[src/rtl/exe_stage_pkg.sv]
// Shared bus layouts, ALU opcode bit positions and divider state type for the
// execute stage of the in-order LoongArch pipeline.
package exe_stage_pkg;

  localparam int DIV_CYCLES      = 32;
  localparam int DS_TO_ES_BUS_WD = 151;
  localparam int ES_TO_MS_BUS_WD = 71;
  localparam int ES_TO_DS_FWD_WD = 40;

  // Bit positions inside the one-hot alu_op field.
  localparam int ALU_ADD  = 0;
  localparam int ALU_SUB  = 1;
  localparam int ALU_SLT  = 2;
  localparam int ALU_SLTU = 3;
  localparam int ALU_AND  = 4;
  localparam int ALU_NOR  = 5;
  localparam int ALU_OR   = 6;
  localparam int ALU_XOR  = 7;
  localparam int ALU_SLL  = 8;
  localparam int ALU_SRL  = 9;
  localparam int ALU_SRA  = 10;
  localparam int ALU_LUI  = 11;

  typedef enum logic [1:0] {
    DIV_IDLE = 2'd0,
    DIV_BUSY = 2'd1,
    DIV_DONE = 2'd2
  } div_state_e;

  typedef struct packed {
    logic [11:0] alu_op;
    logic        div_en;
    logic        div_signed;
    logic        div_rem;
    logic        load_op;
    logic        mem_we;
    logic        gr_we;
    logic [4:0]  dest;
    logic [31:0] src1;
    logic [31:0] src2;
    logic [31:0] rkd_value;
    logic [31:0] pc;
  } ds_to_es_t;

  typedef struct packed {
    logic        res_from_mem;
    logic        gr_we;
    logic [4:0]  dest;
    logic [31:0] result;
    logic [31:0] pc;
  } es_to_ms_t;

endpackage

[src/rtl/exe_stage_div_iter.sv]
// Restoring radix-2 divider with fixed DIV_CYCLES latency; operands are divided
// as magnitudes and the signs are re-applied on the way out.
//
// state    | meaning
// DIV_IDLE | waiting for start, operands not yet captured
// DIV_BUSY | one quotient bit per cycle, cnt counts down to terminal 0
// DIV_DONE | result held on quotient/remainder until ack
module div_iter
  import exe_stage_pkg::*;
(
  input  logic        clk,
  input  logic        reset,
  input  logic        start,
  input  logic        is_signed,
  input  logic [31:0] a,
  input  logic [31:0] b,
  input  logic        ack,
  output logic        done,
  output logic [31:0] quotient,
  output logic [31:0] remainder
);

  localparam int CNT_W = $clog2(DIV_CYCLES);

  div_state_e       state, state_nxt;
  logic [CNT_W-1:0] cnt;
  logic [31:0]      rem, quo, dvs, abs_a, abs_b;
  logic [32:0]      r_sh, diff;
  logic             neg_q, neg_r, by_zero;

  assign abs_a = (is_signed && a[31]) ? (~a + 32'd1) : a;
  assign abs_b = (is_signed && b[31]) ? (~b + 32'd1) : b;
  assign r_sh  = {rem, quo[31]};
  assign diff  = r_sh - {1'b0, dvs};

  always_ff @(posedge clk) begin
    if (reset) state <= DIV_IDLE;
    else       state <= state_nxt;
  end

  always_comb begin
    state_nxt = state;
    case (state)
      DIV_IDLE: if (start)      state_nxt = DIV_BUSY;
      DIV_BUSY: if (cnt == '0)  state_nxt = DIV_DONE;
      DIV_DONE: if (ack)        state_nxt = DIV_IDLE;
      default:                  state_nxt = DIV_IDLE;
    endcase
  end

  always_ff @(posedge clk) begin
    if (reset) begin
      cnt     <= '0;
      rem     <= '0;
      quo     <= '0;
      dvs     <= '0;
      neg_q   <= 1'b0;
      neg_r   <= 1'b0;
      by_zero <= 1'b0;
    end else if (state == DIV_IDLE && start) begin
      cnt     <= CNT_W'(DIV_CYCLES - 1);
      rem     <= '0;
      quo     <= abs_a;
      dvs     <= abs_b;
      neg_q   <= is_signed && (a[31] ^ b[31]);
      neg_r   <= is_signed && a[31];
      by_zero <= (b == 32'd0);
    end else if (state == DIV_BUSY) begin
      cnt <= cnt - CNT_W'(1);
      rem <= diff[32] ? r_sh[31:0] : diff[31:0];
      quo <= {quo[30:0], ~diff[32]};
    end
  end

  // With a zero divisor rem ends up as |a|, so the sign fix-up returns a itself.
  assign done      = (state == DIV_DONE);
  assign quotient  = by_zero ? 32'hFFFF_FFFF : (neg_q ? (~quo + 32'd1) : quo);
  assign remainder = neg_r ? (~rem + 32'd1) : rem;

endmodule

[src/rtl/exe_stage.sv]
// Execute stage: one-hot ALU, iterative divider, data_sram request and the
// valid/allowin handshake towards mem_stage.
module exe_stage
  import exe_stage_pkg::*;
(
  input  logic                       clk,
  input  logic                       reset,
  input  logic                       ms_allowin,
  output logic                       es_allowin,
  input  logic                       ds_to_es_valid,
  input  logic [DS_TO_ES_BUS_WD-1:0] ds_to_es_bus,
  output logic                       es_to_ms_valid,
  output logic [ES_TO_MS_BUS_WD-1:0] es_to_ms_bus,
  output logic [ES_TO_DS_FWD_WD-1:0] es_to_ds_fwd,
  output logic                       data_sram_en,
  output logic [3:0]                 data_sram_we,
  output logic [31:0]                data_sram_addr,
  output logic [31:0]                data_sram_wdata
);

  ds_to_es_t   es_bus;
  es_to_ms_t   ms_bus;
  logic        es_valid, es_ready_go;
  logic        div_done;
  logic [31:0] quotient, remainder;
  logic [31:0] src1, src2, alu_result, es_result;
  logic [11:0] op;
  logic [4:0]  shamt;

  always_ff @(posedge clk) begin
    if (reset) begin
      es_valid <= 1'b0;
      es_bus   <= '0;
    end else begin
      if (es_allowin) es_valid <= ds_to_es_valid;
      if (ds_to_es_valid && es_allowin) es_bus <= ds_to_es_bus;
    end
  end

  assign es_ready_go    = !es_bus.div_en || div_done;
  assign es_allowin     = !es_valid || (es_ready_go && ms_allowin);
  assign es_to_ms_valid = es_valid && es_ready_go;

  assign src1  = es_bus.src1;
  assign src2  = es_bus.src2;
  assign op    = es_bus.alu_op;
  assign shamt = src2[4:0];

  always_comb begin
    alu_result = ({32{op[ALU_ADD]}}  & (src1 + src2))
               | ({32{op[ALU_SUB]}}  & (src1 - src2))
               | ({32{op[ALU_SLT]}}  & {31'd0, $signed(src1) < $signed(src2)})
               | ({32{op[ALU_SLTU]}} & {31'd0, src1 < src2})
               | ({32{op[ALU_AND]}}  & (src1 & src2))
               | ({32{op[ALU_NOR]}}  & ~(src1 | src2))
               | ({32{op[ALU_OR]}}   & (src1 | src2))
               | ({32{op[ALU_XOR]}}  & (src1 ^ src2))
               | ({32{op[ALU_SLL]}}  & (src1 << shamt))
               | ({32{op[ALU_SRL]}}  & (src1 >> shamt))
               | ({32{op[ALU_SRA]}}  & 32'($signed(src1) >>> shamt))
               | ({32{op[ALU_LUI]}}  & src2);
  end

  // Start is level-qualified inside div_iter by its IDLE state, so holding it
  // high while the instruction waits in DONE cannot re-launch the divide.
  div_iter u_div (
    .clk       (clk),
    .reset     (reset),
    .start     (es_valid && es_bus.div_en),
    .is_signed (es_bus.div_signed),
    .a         (src1),
    .b         (src2),
    .ack       (es_to_ms_valid && ms_allowin),
    .done      (div_done),
    .quotient  (quotient),
    .remainder (remainder)
  );

  assign es_result = es_bus.div_en ? (es_bus.div_rem ? remainder : quotient) : alu_result;

  always_comb begin
    ms_bus              = '0;
    ms_bus.res_from_mem = es_bus.load_op;
    ms_bus.gr_we        = es_bus.gr_we;
    ms_bus.dest         = es_bus.dest;
    ms_bus.result       = es_result;
    ms_bus.pc           = es_bus.pc;
  end
  assign es_to_ms_bus = ms_bus;

  assign es_to_ds_fwd = {es_valid && es_bus.gr_we, es_valid && es_bus.load_op,
                         es_bus.dest, es_ready_go, es_result};

  assign data_sram_en    = es_valid && (es_bus.load_op || es_bus.mem_we) && es_ready_go && ms_allowin;
  assign data_sram_we    = {4{es_bus.mem_we && data_sram_en}};
  assign data_sram_addr  = alu_result;
  assign data_sram_wdata = es_bus.rkd_value;

endmodule

[config.mk]
export PLATFORM = sky130hd
export DESIGN_NAME = exe_stage
export DESIGN_NICKNAME = d
export VERILOG_FILES = /design/src/rtl/exe_stage_pkg.sv /design/src/rtl/exe_stage_div_iter.sv /design/src/rtl/exe_stage.sv
export SDC_FILE = /design/constraint.sdc
export NUM_CORES = 1
export LEC_CHECK = 0
export ABC_AREA = 1
export BUFFER_PORTS_ARGS = -buffer_cell sky130_fd_sc_hd__buf_2
export CAP_MARGIN = 25
export CORE_MARGIN = 4
export CORE_UTILIZATION = 30
export DETAILED_ROUTE_END_ITERATION = 8
export GPL_ROUTABILITY_DRIVEN = 1
export SLEW_MARGIN = 20
export SYNTH_ARGS = -nofsm -noshare
export SYNTH_HDL_FRONTEND = slang
export SYNTH_SLANG_ARGS = --single-unit
[constraint.sdc]
create_clock -name clk -period 4.9 [get_ports clk]
set_input_delay 0.245 -clock clk [delete_from_list [all_inputs] [get_ports clk]]
set_output_delay 0.245 -clock clk [all_outputs]
set_load 0.03 [all_outputs]
==> metrics <==
via/cell ratio=5.50; row count=110; Fmax=212 MHz; fraction of registers with async set/reset=0%; fin nets=5489; Crit path largest cell delay=0.68 ns; # fillers=10100; number of I/O pins=337; worst path bufs/invs=4; reg2reg path depth=17; outcome=finished clean; Worst R2R End=u_div.rem[15]; maximum level of the CTS H-tree=2; Sw Ratio=51.1%; WS Path Type=reg -> out; most common cell in the netlist=nand2_1; CP startpoint kind=flip-flop; Post-Syn Area=0.0275 mm²; hold_sp=ds_to_es_bus[139]; first-pass GRT wire length=227000 µm; via count=35200; Die H=311 µm; relative slew slack=23.9%; HPWL after DPL=127000 µm; r2r startpoint=u_div.quo[31]; Slew Viols, Final=0; Synth area leaders=nand2_1 (20%), dfxtp_1 (19%), nand3_1 (11%), inv_1 (7.6%), nor2_1 (6.8%); RePlAce Congestion=1.07; critical path fanouts, max=9; Port Buffers=336; global route overflow=0; Worst path depth=12; clock group share of total power=27.1%; Synth Area in Simple Gates=43.5%; Starting Density=30.4%; total core area=0.0906 mm²; critical path's top delay family=simple AND/OR/NAND/NOR gates; Post-route DRC=0; Critical path origin=src1[9]; Die ar.=0.0967 mm²; total track usage=31.5%; post-route minimum period=4.71 ns; peak supply drop=0.339 mV; Post CTS Setup Buffer Count=0; slowest library cell on the worst path=dfxtp_1; post-synthesis mux area share=0%; syn nets=5236; commonest cells in the netlist=nand2_1 (1464), nand3_1 (629), inv_1 (557); combinational family with the most area after synthesis=simple AND/OR/NAND/NOR gates; Post-DRT Antenna Nets=0; number of synthesis warnings=0; Setup TNS=0 ns; EDFF count, synth=0; setup violators final=0; initial antenna violation count=7; Routed Wire Length=160000 µm; P_int=5970 µW; average wire per standard cell=25.0 µm; Area Growth Syn to Fin=16.9%; post-CTS resize count=0; post-synthesis xor/xnor area fraction=0.955%; Final Hold Viols=0; clock sink count=258; adder-cell area share of the yosys netlist=6.35%; clk slew on worst S/H paths=0.07 ns; CTS tree=done; clock root buffer=clkbuf_16; layout cells sized above 1=11.2%; logic gate share of total power=53.3%; CTS Buffer Depth=3; Inserted Clock Buffers=38; Max-Cap Viols=0; worst-margin pin slew=1.13 ns; post-synth top area share=20.0%; CP arrival=4.46 ns; cell taking the most area after synthesis=nand2_1; sequential cell area fraction in the yosys report=18.8%; Compound-Gate Fraction of Synth Area=15.6%; fin util=35.5%; vias in the first global route=32300; Sw Pwr=6240 µW; RSZ-0062 raised after global routing=no; FF+latch count, synth=258; DRT iter0 DRCs=4757; synthesized instance count=4943; Critical Path End=es_to_ds_fwd[10]; hold crit path type=in -> reg; crit end category=output port; Flop pwr share=19.7%; drt first pass iters=7; clk_skew=0.0259 ns; largest net degree at the start of global routing=121; pwr/cell area=380 mW/mm²; Synth Flop Type=dfxtp_1; required time of the critical path=4.66 ns; Worst R2R Setup Slack=1.36 ns; Die W=311 µm; syn_area_per_cell=5.57 µm²; LEAKAGE=0.0163 µW; Clock Latency Late Sink=0.61 ns; critical-path cell list=inv_1, ha_1, inv_1, a21oi_1, nand2_1, inv_1, nand3_1, o21ai_0, nand4_1, nand2_1, nand2_1, buf_2; Synth cell types=57; crit share post-route=96.0%
[per-stage QoR]
step | total power (µW) | hold WS, ns | setup slack, ns | cell area, µm² | cells
2_1_floorplan | 6500 | 0.380 | 1.55 | 27500 | 4943
5_1_grt | 12800 | 0.0525 | 0.137 | 32200 | 6403
3_3_place_gp | 8650 | 0.445 | 0.977 | 29600 | 6221
3_5_place_dp | 8630 | 0.446 | 1.00 | 29600 | 6221
4_1_cts | 12000 | 0.00254 | 0.365 | 32100 | 6398
6_report | 12200 | 0.000780 | 0.194 | 32200 | 6407
[worst min-delay path: cells and delay by family]
kind / cells / cell delay (ns)
compound gates: 2 / 0.25
buf+inv: 1 / 0.07
[layer usage]
| metal | vias to the layer above | track usage [%] | wire [µm] |
|---|---|---|---|
| met5 | - | 0 | 17 |
| met2 | 2161 | 46.6 | 65100 |
| met1 | 16200 | 41.7 | 66100 |
| met3 | 367 | 6.79 | 16600 |
| li1 | 16500 | - | - |
| met4 | 4 | 19.4 | 12100 |
[power groups by stage]
stage / Combinational, µW / Sequential (µW) / Clock [µW]
4_1_cts: 6300 / 2390 / 3350
6_report: 6500 / 2400 / 3310
5_1_grt: 6910 / 2410 / 3430
3_3_place_gp: 6220 / 2430 / 0
2_1_floorplan: 4120 / 2380 / 0
3_5_place_dp: 6200 / 2430 / 0
[layout make-up]
cell class	instances	area, µm²	area share (%)
timing repair buffer	550	3570	11.1
clock buffer	45	1050	3.26
tap	1176	1470	4.57
clock inverter	24	414	1.29
sequential	258	5170	16.1
multi-input combinational	3771	18300	56.9
inverter	577	2180	6.76
antenna	6	15.0	0.0467
[cells in the final DEF (no fill, tap or decap), types with 6 or more instances in the layout]
| cell type | n |
|---|---|
| a211oi_1 | 10 |
| a21oi_1 | 285 |
| a31oi_1 | 18 |
| and2_1 | 10 |
| buf_2 | 336 |
| buf_4 | 103 |
| bufinv_16 | 10 |
| clkbuf_16 | 39 |
| clkinv_1 | 7 |
| dfxtp_1 | 256 |
| diode_2 | 6 |
| dlygate4sd3_1 | 108 |
| ha_1 | 135 |
| inv_1 | 555 |
| inv_2 | 13 |
| nand2_1 | 1464 |
| nand2_2 | 13 |
| nand3_1 | 629 |
| nand3_2 | 14 |
| nand3b_1 | 9 |
| nand4_1 | 70 |
| nor2_1 | 494 |
| nor2_2 | 12 |
| nor3_1 | 72 |
| o211ai_1 | 26 |
| o21ai_0 | 346 |
| o21ai_1 | 12 |
| o21bai_1 | 18 |
| o221ai_1 | 7 |
| o22ai_1 | 41 |
| xnor2_1 | 11 |
| xor2_1 | 19 |
[cells by family (layout without fill, tap and decap cells)]
logic type                 count (synthesis)  count (layout)
and+or+nand+nor                         2811            2811
xor gates and xnor gates                  30              30
adders and majority gates                138             138
buffers and inverters                    914            1196
other                                      0               6
AOI/OAI and AO/OA                        792             792
DFF                                      258             258
[flip-flops by register name (all words and copies together) (netlist names), 5 cells and up]
| signal | count |
|---|---|
| u_div.rem | 32 |
| src2 | 32 |
| u_div.dvs | 32 |
| src1 | 32 |
| op | 12 |
| es_to_ms_bus | 34 |
| u_div.cnt | 5 |
| data_sram_wdata | 32 |
| u_div.quo | 32 |
| es_to_ds_fwd | 5 |
[how the worst min path moves through the flow]
stage,cells after the start,endpoint,slack [ns]
2_1_floorplan,2,es_to_ds_fwd[33],0.38
3_3_place_gp,2,u_div.dvs[27],0.44
3_5_place_dp,2,u_div.dvs[25],0.45
4_1_cts,3,src2[8],0.003
5_1_grt,3,src1[25],0.05
6_report,3,op[0],0.0008
[what timing repair did]
| item | 4_1_cts | 5_1_grt |
|---|---|---|
| hold buffers | 108 | 0 |
| endpoints found under the setup margin | 0 | 0 |
| hold endpoints to repair | 108 | 0 |
Power figures use the tool's default switching activity.
